--- config.mk ---
export PLATFORM = sky130hd
export DESIGN_NAME = cnn_kernel_acc
export DESIGN_NICKNAME = d
export VERILOG_FILES = /design/src/rtl/cnn_kernel_acc.sv
export SDC_FILE = /design/constraint.sdc
export NUM_CORES = 2
export LEC_CHECK = 0
export CORE_UTILIZATION = 50
export CTS_CLUSTER_SIZE = 20
export DETAILED_ROUTE_END_ITERATION = 16
export HOLD_SLACK_MARGIN = 0.12
export PLACE_DENSITY = 0.68
export SLEW_MARGIN = 20
export SYNTH_ARGS = -nofsm -noshare
export SYNTH_HDL_FRONTEND = slang
export SYNTH_SLANG_ARGS = --single-unit
--- constraint.sdc ---
create_clock -name clk -period 23.4 [get_ports clk]
set_input_delay 3.51 -clock clk [delete_from_list [all_inputs] [get_ports clk]]
set_output_delay 3.51 -clock clk [all_outputs]
set_load 0.02 [all_outputs]
--- src/rtl/cnn_kernel_acc.sv ---
// Multi-channel CNN MAC kernel: KY x KX window products, adder tree, CI-beat channel
// accumulation, bias add, optional ReLU and output saturation in a fixed 4-stage pipeline.
module cnn_kernel_acc #(
  parameter int KX       = 3,
  parameter int KY       = 3,
  parameter int CI       = 4,
  parameter int BIT_IN_F = 8,
  parameter int BIT_WIET = 8,
  parameter int BIT_BIAS = 8,
  parameter int BIT_OUT  = 16,
  parameter int SIGNED   = 0,
  parameter int RELU     = 1,
  localparam int CW      = (CI > 1) ? $clog2(CI) : 1
) (
  input  logic                         clk,
  input  logic                         reset,
  input  logic                         i_soft_reset,
  input  logic [KY*KX*BIT_WIET-1:0]    i_weight,
  input  logic [KY*KX*BIT_IN_F-1:0]    i_in_FM,
  input  logic [BIT_BIAS-1:0]          i_bias,
  input  logic                         i_in_valid,
  output logic [CW-1:0]                o_ch_idx,
  output logic                         o_valid,
  output logic [BIT_OUT-1:0]           o_result
);

  localparam int NK       = KX * KY;
  localparam int BIT_MUL  = BIT_IN_F + BIT_WIET;
  localparam int BIT_SUM  = BIT_MUL + $clog2(NK);
  localparam int BIT_ACC  = BIT_SUM + $clog2(CI);
  localparam int BIT_FULL = ((BIT_ACC > BIT_BIAS) ? BIT_ACC : BIT_BIAS) + 1;
  localparam int BIT_CMP  = ((BIT_FULL > BIT_OUT) ? BIT_FULL : BIT_OUT) + 1;

  localparam bit SGN        = (SIGNED != 0);
  localparam bit DO_RELU    = (SIGNED != 0) && (RELU != 0);
  localparam bit SAT_SIGNED = (SIGNED != 0) && (RELU == 0);

  localparam logic signed [BIT_CMP-1:0] UMAX = {{(BIT_CMP-BIT_OUT){1'b0}}, {BIT_OUT{1'b1}}};
  localparam logic signed [BIT_CMP-1:0] SMAX = {{(BIT_CMP-BIT_OUT+1){1'b0}}, {(BIT_OUT-1){1'b1}}};
  localparam logic signed [BIT_CMP-1:0] SMIN = {{(BIT_CMP-BIT_OUT+1){1'b1}}, {(BIT_OUT-1){1'b0}}};

  logic [CW-1:0]      ch_cnt;
  logic               accept, first_c, last_c;
  logic [BIT_MUL-1:0] mul_c [NK];
  logic [BIT_SUM-1:0] sum_c;
  logic [BIT_ACC-1:0] sum_ext_c;
  logic signed [BIT_FULL-1:0] full_c;
  logic signed [BIT_CMP-1:0]  wide_c;
  logic [BIT_OUT-1:0] res_c;

  logic               s1_valid, s1_first, s1_last;
  logic [BIT_MUL-1:0] s1_prod [NK];
  logic [BIT_BIAS-1:0] s1_bias;
  logic               s2_valid, s2_first, s2_last;
  logic [BIT_SUM-1:0] s2_sum;
  logic [BIT_BIAS-1:0] s2_bias;
  logic               s3_valid, s3_last;
  logic [BIT_ACC-1:0] acc;
  logic [BIT_BIAS-1:0] s3_bias;

  assign accept   = i_in_valid && !i_soft_reset;
  assign first_c  = (ch_cnt == '0);
  assign last_c   = (ch_cnt == CW'(CI - 1));
  assign o_ch_idx = ch_cnt;

  // Operands are widened with their sign bit (or a zero in unsigned mode) before multiplying.
  always_comb begin
    for (int k = 0; k < NK; k++) begin
      mul_c[k] = BIT_MUL'($signed({SGN & i_in_FM[k*BIT_IN_F + BIT_IN_F-1], i_in_FM[k*BIT_IN_F +: BIT_IN_F]}))
               * BIT_MUL'($signed({SGN & i_weight[k*BIT_WIET + BIT_WIET-1], i_weight[k*BIT_WIET +: BIT_WIET]}));
    end
  end

  // NOTE: every always_comb output gets a default before any conditional use, so no latch is inferred.
  always_comb begin
    sum_c = '0;
    for (int k = 0; k < NK; k++) begin
      sum_c = sum_c + BIT_SUM'($signed({SGN & s1_prod[k][BIT_MUL-1], s1_prod[k]}));
    end
  end

  assign sum_ext_c = BIT_ACC'($signed({SGN & s2_sum[BIT_SUM-1], s2_sum}));
  assign full_c    = BIT_FULL'($signed({SGN & acc[BIT_ACC-1], acc}))
                   + BIT_FULL'($signed({SGN & s3_bias[BIT_BIAS-1], s3_bias}));

  always_comb begin
    wide_c = BIT_CMP'(full_c);
    if (DO_RELU && wide_c[BIT_CMP-1])              res_c = '0;
    else if (SAT_SIGNED && (wide_c > SMAX))        res_c = SMAX[BIT_OUT-1:0];
    else if (SAT_SIGNED && (wide_c < SMIN))        res_c = SMIN[BIT_OUT-1:0];
    else if (!SAT_SIGNED && (wide_c > UMAX))       res_c = UMAX[BIT_OUT-1:0];
    else if (!SAT_SIGNED && wide_c[BIT_CMP-1])     res_c = '0;
    else                                           res_c = wide_c[BIT_OUT-1:0];
  end

  // Datapath registers: loaded under their stage valid, cleared only by the async reset.
  // NOTE: the product array is a plain register bank (not a RAM), so resetting it element-wise is cheap and legal.
  always_ff @(posedge clk or posedge reset) begin
    if (reset) begin
      for (int k = 0; k < NK; k++) s1_prod[k] <= '0;
      s1_first <= 1'b0;
      s1_last  <= 1'b0;
      s1_bias  <= '0;
      s2_first <= 1'b0;
      s2_last  <= 1'b0;
      s2_sum   <= '0;
      s2_bias  <= '0;
      s3_last  <= 1'b0;
      s3_bias  <= '0;
    end else begin
      if (accept) begin
        for (int k = 0; k < NK; k++) s1_prod[k] <= mul_c[k];
        s1_first <= first_c;
        s1_last  <= last_c;
        if (last_c) s1_bias <= i_bias;
      end
      if (s1_valid) begin
        s2_sum   <= sum_c;
        s2_first <= s1_first;
        s2_last  <= s1_last;
        s2_bias  <= s1_bias;
      end
      if (s2_valid) begin
        s3_last <= s2_last;
        s3_bias <= s2_bias;
      end
    end
  end

  // Control state; soft reset discards any partial group and in-flight results.
  // NOTE: sequential state uses non-blocking assignments so every stage reads pre-edge values.
  always_ff @(posedge clk or posedge reset) begin
    if (reset) begin
      ch_cnt   <= '0;
      s1_valid <= 1'b0;
      s2_valid <= 1'b0;
      s3_valid <= 1'b0;
      acc      <= '0;
      o_valid  <= 1'b0;
      o_result <= '0;
    end else if (i_soft_reset) begin
      ch_cnt   <= '0;
      s1_valid <= 1'b0;
      s2_valid <= 1'b0;
      s3_valid <= 1'b0;
      acc      <= '0;
      o_valid  <= 1'b0;
      o_result <= '0;
    end else begin
      if (accept) ch_cnt <= last_c ? '0 : ch_cnt + CW'(1);
      s1_valid <= accept;
      s2_valid <= s1_valid;
      s3_valid <= s2_valid;
      // A first beat overwrites, so stage 4 still sees the finished group on this edge.
      if (s2_valid) acc <= s2_first ? sum_ext_c : acc + sum_ext_c;
      o_valid <= s3_valid && s3_last;
      if (s3_valid && s3_last) o_result <= res_c;
    end
  end

endmodule
Word-level counts from Yosys, hierarchy flattened --
Index checks and enable logic that the tools add are counted.
Word-level totals: logic and storage cells 69, memories 0, register bits after elaboration 237, latch bits 0, output and inout port bits 19, RAM bits 0, ROM bits 0, bits of input ports 156
Cells by class: equality and inequality tests 1, add/subtract/negate cells 11, divide/modulo/power cells 0, multiply operators 9, bitwise gates (word level) 0, reductions and logical operators 8, magnitude comparators 1, muxes and demuxes 14, shifts and indexed selects 0
Operators by type and width (count):
- 8-bit by 8-bit multiplier with 16-bit output | 9
- 20-bit by 16-bit adder with 20-bit output | 4
- 22-bit two-way mux | 3
- 16-bit two-way mux | 4
- 22-bit by 8-bit adder with 23-bit output | 1
- 23-bit by 17-bit greater-than comparator with 1-bit output (second input constant) | 1
- 22-bit by 20-bit adder with 22-bit output | 1
- 19-bit by 16-bit adder with 20-bit output | 1
- 18-bit by 16-bit adder with 19-bit output | 1
- 17-bit by 16-bit adder with 18-bit output | 1
- 16-bit by 16-bit adder with 17-bit output | 1
- 2-bit two-way mux | 3
- 2-bit nonzero test | 3
- 1-bit two-way mux | 4
- 2-bit by 1-bit adder with 2-bit output (second input constant) | 1
- 2-bit == test (second input constant) | 1
- 1-bit logical AND | 2
- 2-bit zero test | 1
- 2-bit AND reduction | 1
- 1-bit zero test | 1

Logic depth before layout (Yosys ltp) --
word-level depth 8, mapped depth 17, depth with buffers taken out 17

Worst setup path after synthesis --
Ideal clock, no wire load.
kind in2reg, start point in i_weight[18], end point reg s1_prod[111] (netlist name), path buffers 0, setup slack 15.928 ns, arrival time 7.390 ns, setup time 0.082 ns, stages 17, required time 23.318 ns, cells stage by stage and2_1 > fa_1 > inv_1 > fa_1 > inv_1 > fa_1 > inv_1 > fa_1 > inv_1 > ha_1 > inv_1 > a21oi_1 > o21ai_0 > a211oi_1 > nor3_1 > or3_1 > a31oi_1
Between the ends: cells in the longest elaborated chain, start to end 1
RTL lines:
- start, declared | RTL line 18 | input logic [KY*KX*BIT_WIET-1:0] i_weight,
- 8-bit by 8-bit multiplier with 16-bit output | RTL line 70 | * BIT_MUL'($signed({SGN & i_weight[k*BIT_WIET + BIT_WIET-1], i_weight[k*BIT_WIET +: BIT_WIET]}));
- end, declared | RTL line 52 | logic [BIT_MUL-1:0] s1_prod [NK];
No other way between the ends. A chain may end at the register's enable or synchronous reset.

Worst setup path after layout --
start point in i_in_FM[29], end point reg s1_prod[95] (netlist name)
Between the ends: cells in the longest elaborated chain, start to end 1
RTL lines:
- start, declared | RTL line 19 | input logic [KY*KX*BIT_IN_F-1:0] i_in_FM,
- 8-bit by 8-bit multiplier with 16-bit output | RTL line 70
No other way between the ends.

==> impl_metrics.json <==
{
  "min-delay-path-class": "reg -> reg",
  "timing.setup.tns_ns": 0,
  "count_of_final_setup_violators": 0,
  "synthArstFlopShare_pct": 100.0,
  "postSynth.topFlopCell": "sky130_fd_sc_hd__dfrtp_1",
  "layout.cells.most_common_list": "sky130_fd_sc_hd__inv_1, sky130_fd_sc_hd__and2_1, sky130_fd_sc_hd__fa_1",
  "holdWs_ns": 0.4768,
  "final_hold_violation_count": 0,
  "ys_types": 71,
  "report.final.slew_viol_count": 0,
  "cap_violations": 0,
  "dieWidth_um": 255.4,
  "io_pins": 175,
  "rr_startpoint": "s1_prod[49]$_DFFE_PP0P_",
  "seq_area_frac_synth_pct": 18.47,
  "grt_first_pass_wirelength_mm": 122.6,
  "slew_hr_pct": 26.73,
  "clock_skew_ns": 0.01356,
  "crit_path_start_kind": "primary input",
  "numPlacedInstances": 4471,
  "synth_nets": 4463,
  "clkTransAtPathRegs_ns": 0.06,
  "cts_num_sinks": 237,
  "tritoncts.num_buffers": 27,
  "postLayoutCoreUtil_pct": 56.36,
  "overflow": 0,
  "final_worst_path_cycle_share_pct": 33.24,
  "postSynthCellCount": 3496,
  "cts_tree": "done",
  "crit_path_end_kind": "flop",
  "worst_hold_path.num_cells": 2,
  "layout_min_cycle_time_ns": 7.779,
  "synth_edf_count": 0,
  "detail-route-antenna-nets": 0,
  "outcome": "completed",
  "vias_per_cell": 5.169,
  "reg2reg_setup_slack_ns": 18.34,
  "grt_max_degree": 109,
  "detail_route.drc_violations": 0,
  "clk_path_buf_depth": 3,
  "port-buffer-count": 174,
  "synth-seq-cells": 237,
  "floorplan.initialDensity_pct": 50.73,
  "floorplan.rows": 92,
  "hold_end": "s1_prod[25]$_DFFE_PP0P_",
  "worst_hold_startpoint": "s1_prod[25]$_DFFE_PP0P_",
  "post_cts_buffers": 0,
  "areaGrowthSynthToFinish_pct": 11.11,
  "die_height_um": 255.4,
  "synth_area_per_cell_um2": 9.186,
  "antenna-diode-count": 0,
  "dp_hpwl_mm": 59.04,
  "final_net_count": 4621,
  "reg2reg_depth": 16,
  "fmax_mhz": 128.6,
  "dr_total_vias": 23370,
  "critical_path.startpoint": "i_in_FM[29]",
  "post_drt_wl_per_cell_um": 15.70,
  "yosys_warnings": 0,
  "clk_root_buffer_cell": "sky130_fd_sc_hd__clkbuf_16",
  "postCtsHoldBufs": 0,
  "cp_data_arrival_time_ns": 8.25,
  "r2r_end": "s2_sum[14]$_DFFE_PP0P_",
  "layout_commonest_cell": "sky130_fd_sc_hd__inv_1",
  "worst_pin_slew_ns": 1.099,
  "timing.critical_path.fanout_max": 8,
  "routed_wl_mm": 70.95,
  "die_area_um2": 65250,
  "drt-initial-drc-count": 1142,
  "grt_setup_unrepaired": "no",
  "detailedRoute.firstPassIterationCount": 5,
  "htreeDepth": 1,
  "core_footprint_um2": 63310,
  "clock_insertion_delay_worst_skew_ns": 0.55,
  "gp_congestion": 0.9049,
  "grt_antenna_before_repair": 0,
  "synth_area_um2": 32120,
  "ctsResizeCount": 0,
  "worst_ep_required_time_ns": 23.87,
  "drive_gt1_share_pct": 3.266,
  "worst-setup-path-type": "in -> reg",
  "layoutNonFillerInstCount": 4520,
  "grt_util_all_layers_pct": 22.72,
  "vias_in_the_first_global_route": 24600
}
synthesized netlist by cell type (12+ instances only):
| library cell | count | share of area, % |
|---|---|---|
| sky130_fd_sc_hd__and2_1 | 436 | 8.5 |
| sky130_fd_sc_hd__nand3_1 | 53 | 0.83 |
| sky130_fd_sc_hd__o31ai_1 | 22 | 0.51 |
| sky130_fd_sc_hd__xor2_1 | 51 | 1.4 |
| sky130_fd_sc_hd__a21oi_1 | 66 | 1.0 |
| sky130_fd_sc_hd__inv_1 | 642 | 7.5 |
| sky130_fd_sc_hd__nor2_1 | 93 | 1.1 |
| sky130_fd_sc_hd__ha_1 | 375 | 15 |
| sky130_fd_sc_hd__o21a_1 | 15 | 0.35 |
| sky130_fd_sc_hd__a21o_1 | 23 | 0.54 |
| sky130_fd_sc_hd__nand2_1 | 400 | 4.7 |
| sky130_fd_sc_hd__a22oi_1 | 15 | 0.35 |
| sky130_fd_sc_hd__or2_2 | 12 | 0.23 |
| sky130_fd_sc_hd__a311oi_1 | 12 | 0.33 |
| sky130_fd_sc_hd__nor2b_1 | 15 | 0.29 |
| sky130_fd_sc_hd__a211oi_1 | 20 | 0.47 |
| sky130_fd_sc_hd__o211ai_1 | 12 | 0.28 |
| sky130_fd_sc_hd__nor3_1 | 53 | 0.83 |
| sky130_fd_sc_hd__dfrtp_1 | 237 | 18 |
| sky130_fd_sc_hd__o21ai_0 | 185 | 2.9 |
| sky130_fd_sc_hd__xnor2_1 | 62 | 1.7 |
| sky130_fd_sc_hd__fa_1 | 436 | 27 |
| sky130_fd_sc_hd__clkbuf_1 | 46 | 0.54 |
| sky130_fd_sc_hd__nand2b_1 | 15 | 0.29 |
| sky130_fd_sc_hd__a31oi_1 | 13 | 0.25 |
| sky130_fd_sc_hd__mux2_2 | 40 | 1.4 |
| sky130_fd_sc_hd__or3_1 | 37 | 0.72 |
worst max path at each step:
| stage | to |
|---|---|
| after floorplan | acc[0]$_DFFE_PP0P_ |
| after global placement | s1_prod[15]$_DFFE_PP0P_ |
| after detailed placement | s1_prod[15]$_DFFE_PP0P_ |
| after CTS | s1_prod[95]$_DFFE_PP0P_ |
| after global routing | s1_prod[111]$_DFFE_PP0P_ |
| final | s1_prod[95]$_DFFE_PP0P_ |
kinds of logic (layout without fill, tap and decap cells):
| group | after synthesis | after routing | share of synthesized area, % |
|---|---|---|---|
| muxes | 46 | 46 | 1.590 |
| AOI/OAI and AO/OA | 441 | 441 | 8.571 |
| buffers and inverters | 696 | 874 | 8.166 |
| xor gates and xnor gates | 113 | 113 | 3.082 |
| DFF | 237 | 237 | 18.47 |
| and+or+nand+nor | 1152 | 1152 | 18.34 |
| adders and majority gates | 811 | 811 | 41.79 |
final cells by class:
class                      instances  area (um2)
clock inverter                     9       102.6
fill                            5839       27630
inverter                         643        2421
tap                              846        1059
timing repair buffer             182        1802
sequential                       237        5931
multi-input combinational       2563       23570
clock buffer                      40       794.5
routing by layer:
layer	GRT usage (%)	part of all wire, %	vias to the layer above
li1	-	-	11430
met4	5.371	2.5	0
met3	1.935	2.8	105
met5	0	0	-
met1	31.08	46	11480
met2	39.05	49	351
critical path: stages:
cell and delay (ns):
sky130_fd_sc_hd__clkdlybuf4s50_1 0.55, sky130_fd_sc_hd__and2_1 0.25, sky130_fd_sc_hd__fa_1 0.54, sky130_fd_sc_hd__inv_1 0.06, sky130_fd_sc_hd__fa_1 0.52, sky130_fd_sc_hd__inv_1 0.05, sky130_fd_sc_hd__fa_1 0.47, sky130_fd_sc_hd__inv_1 0.05
sky130_fd_sc_hd__fa_1 0.47, sky130_fd_sc_hd__inv_1 0.04, sky130_fd_sc_hd__ha_1 0.31, sky130_fd_sc_hd__a21boi_0 0.26, sky130_fd_sc_hd__o21ai_0 0.19, sky130_fd_sc_hd__a211oi_1 0.33, sky130_fd_sc_hd__nor3_1 0.11, sky130_fd_sc_hd__or3_1 0.37
sky130_fd_sc_hd__a31oi_1 0.16
stage by stage:
step / worst slack, ns / instance area [um2]
6_report: 15.62 / 35680
5_1_grt: 15.32 / 35680
4_1_cts: 15.65 / 35680
3_5_place_dp: 15.07 / 34790
3_3_place_gp: 15.14 / 34780
2_1_floorplan: 13.39 / 32120
sequential cells by signal, summed over array words and instances (netlist names), 2 cells and up:
register	cells
o_ch_idx	2
s1_bias	8
o_result	16
s2_bias	8
acc	22
s1_prod	144
s2_sum	20
s3_bias	8
Power is left out: the tool's default activity adds up to more than one toggle a clock period on the data nets, which glitch-free logic cannot reach.
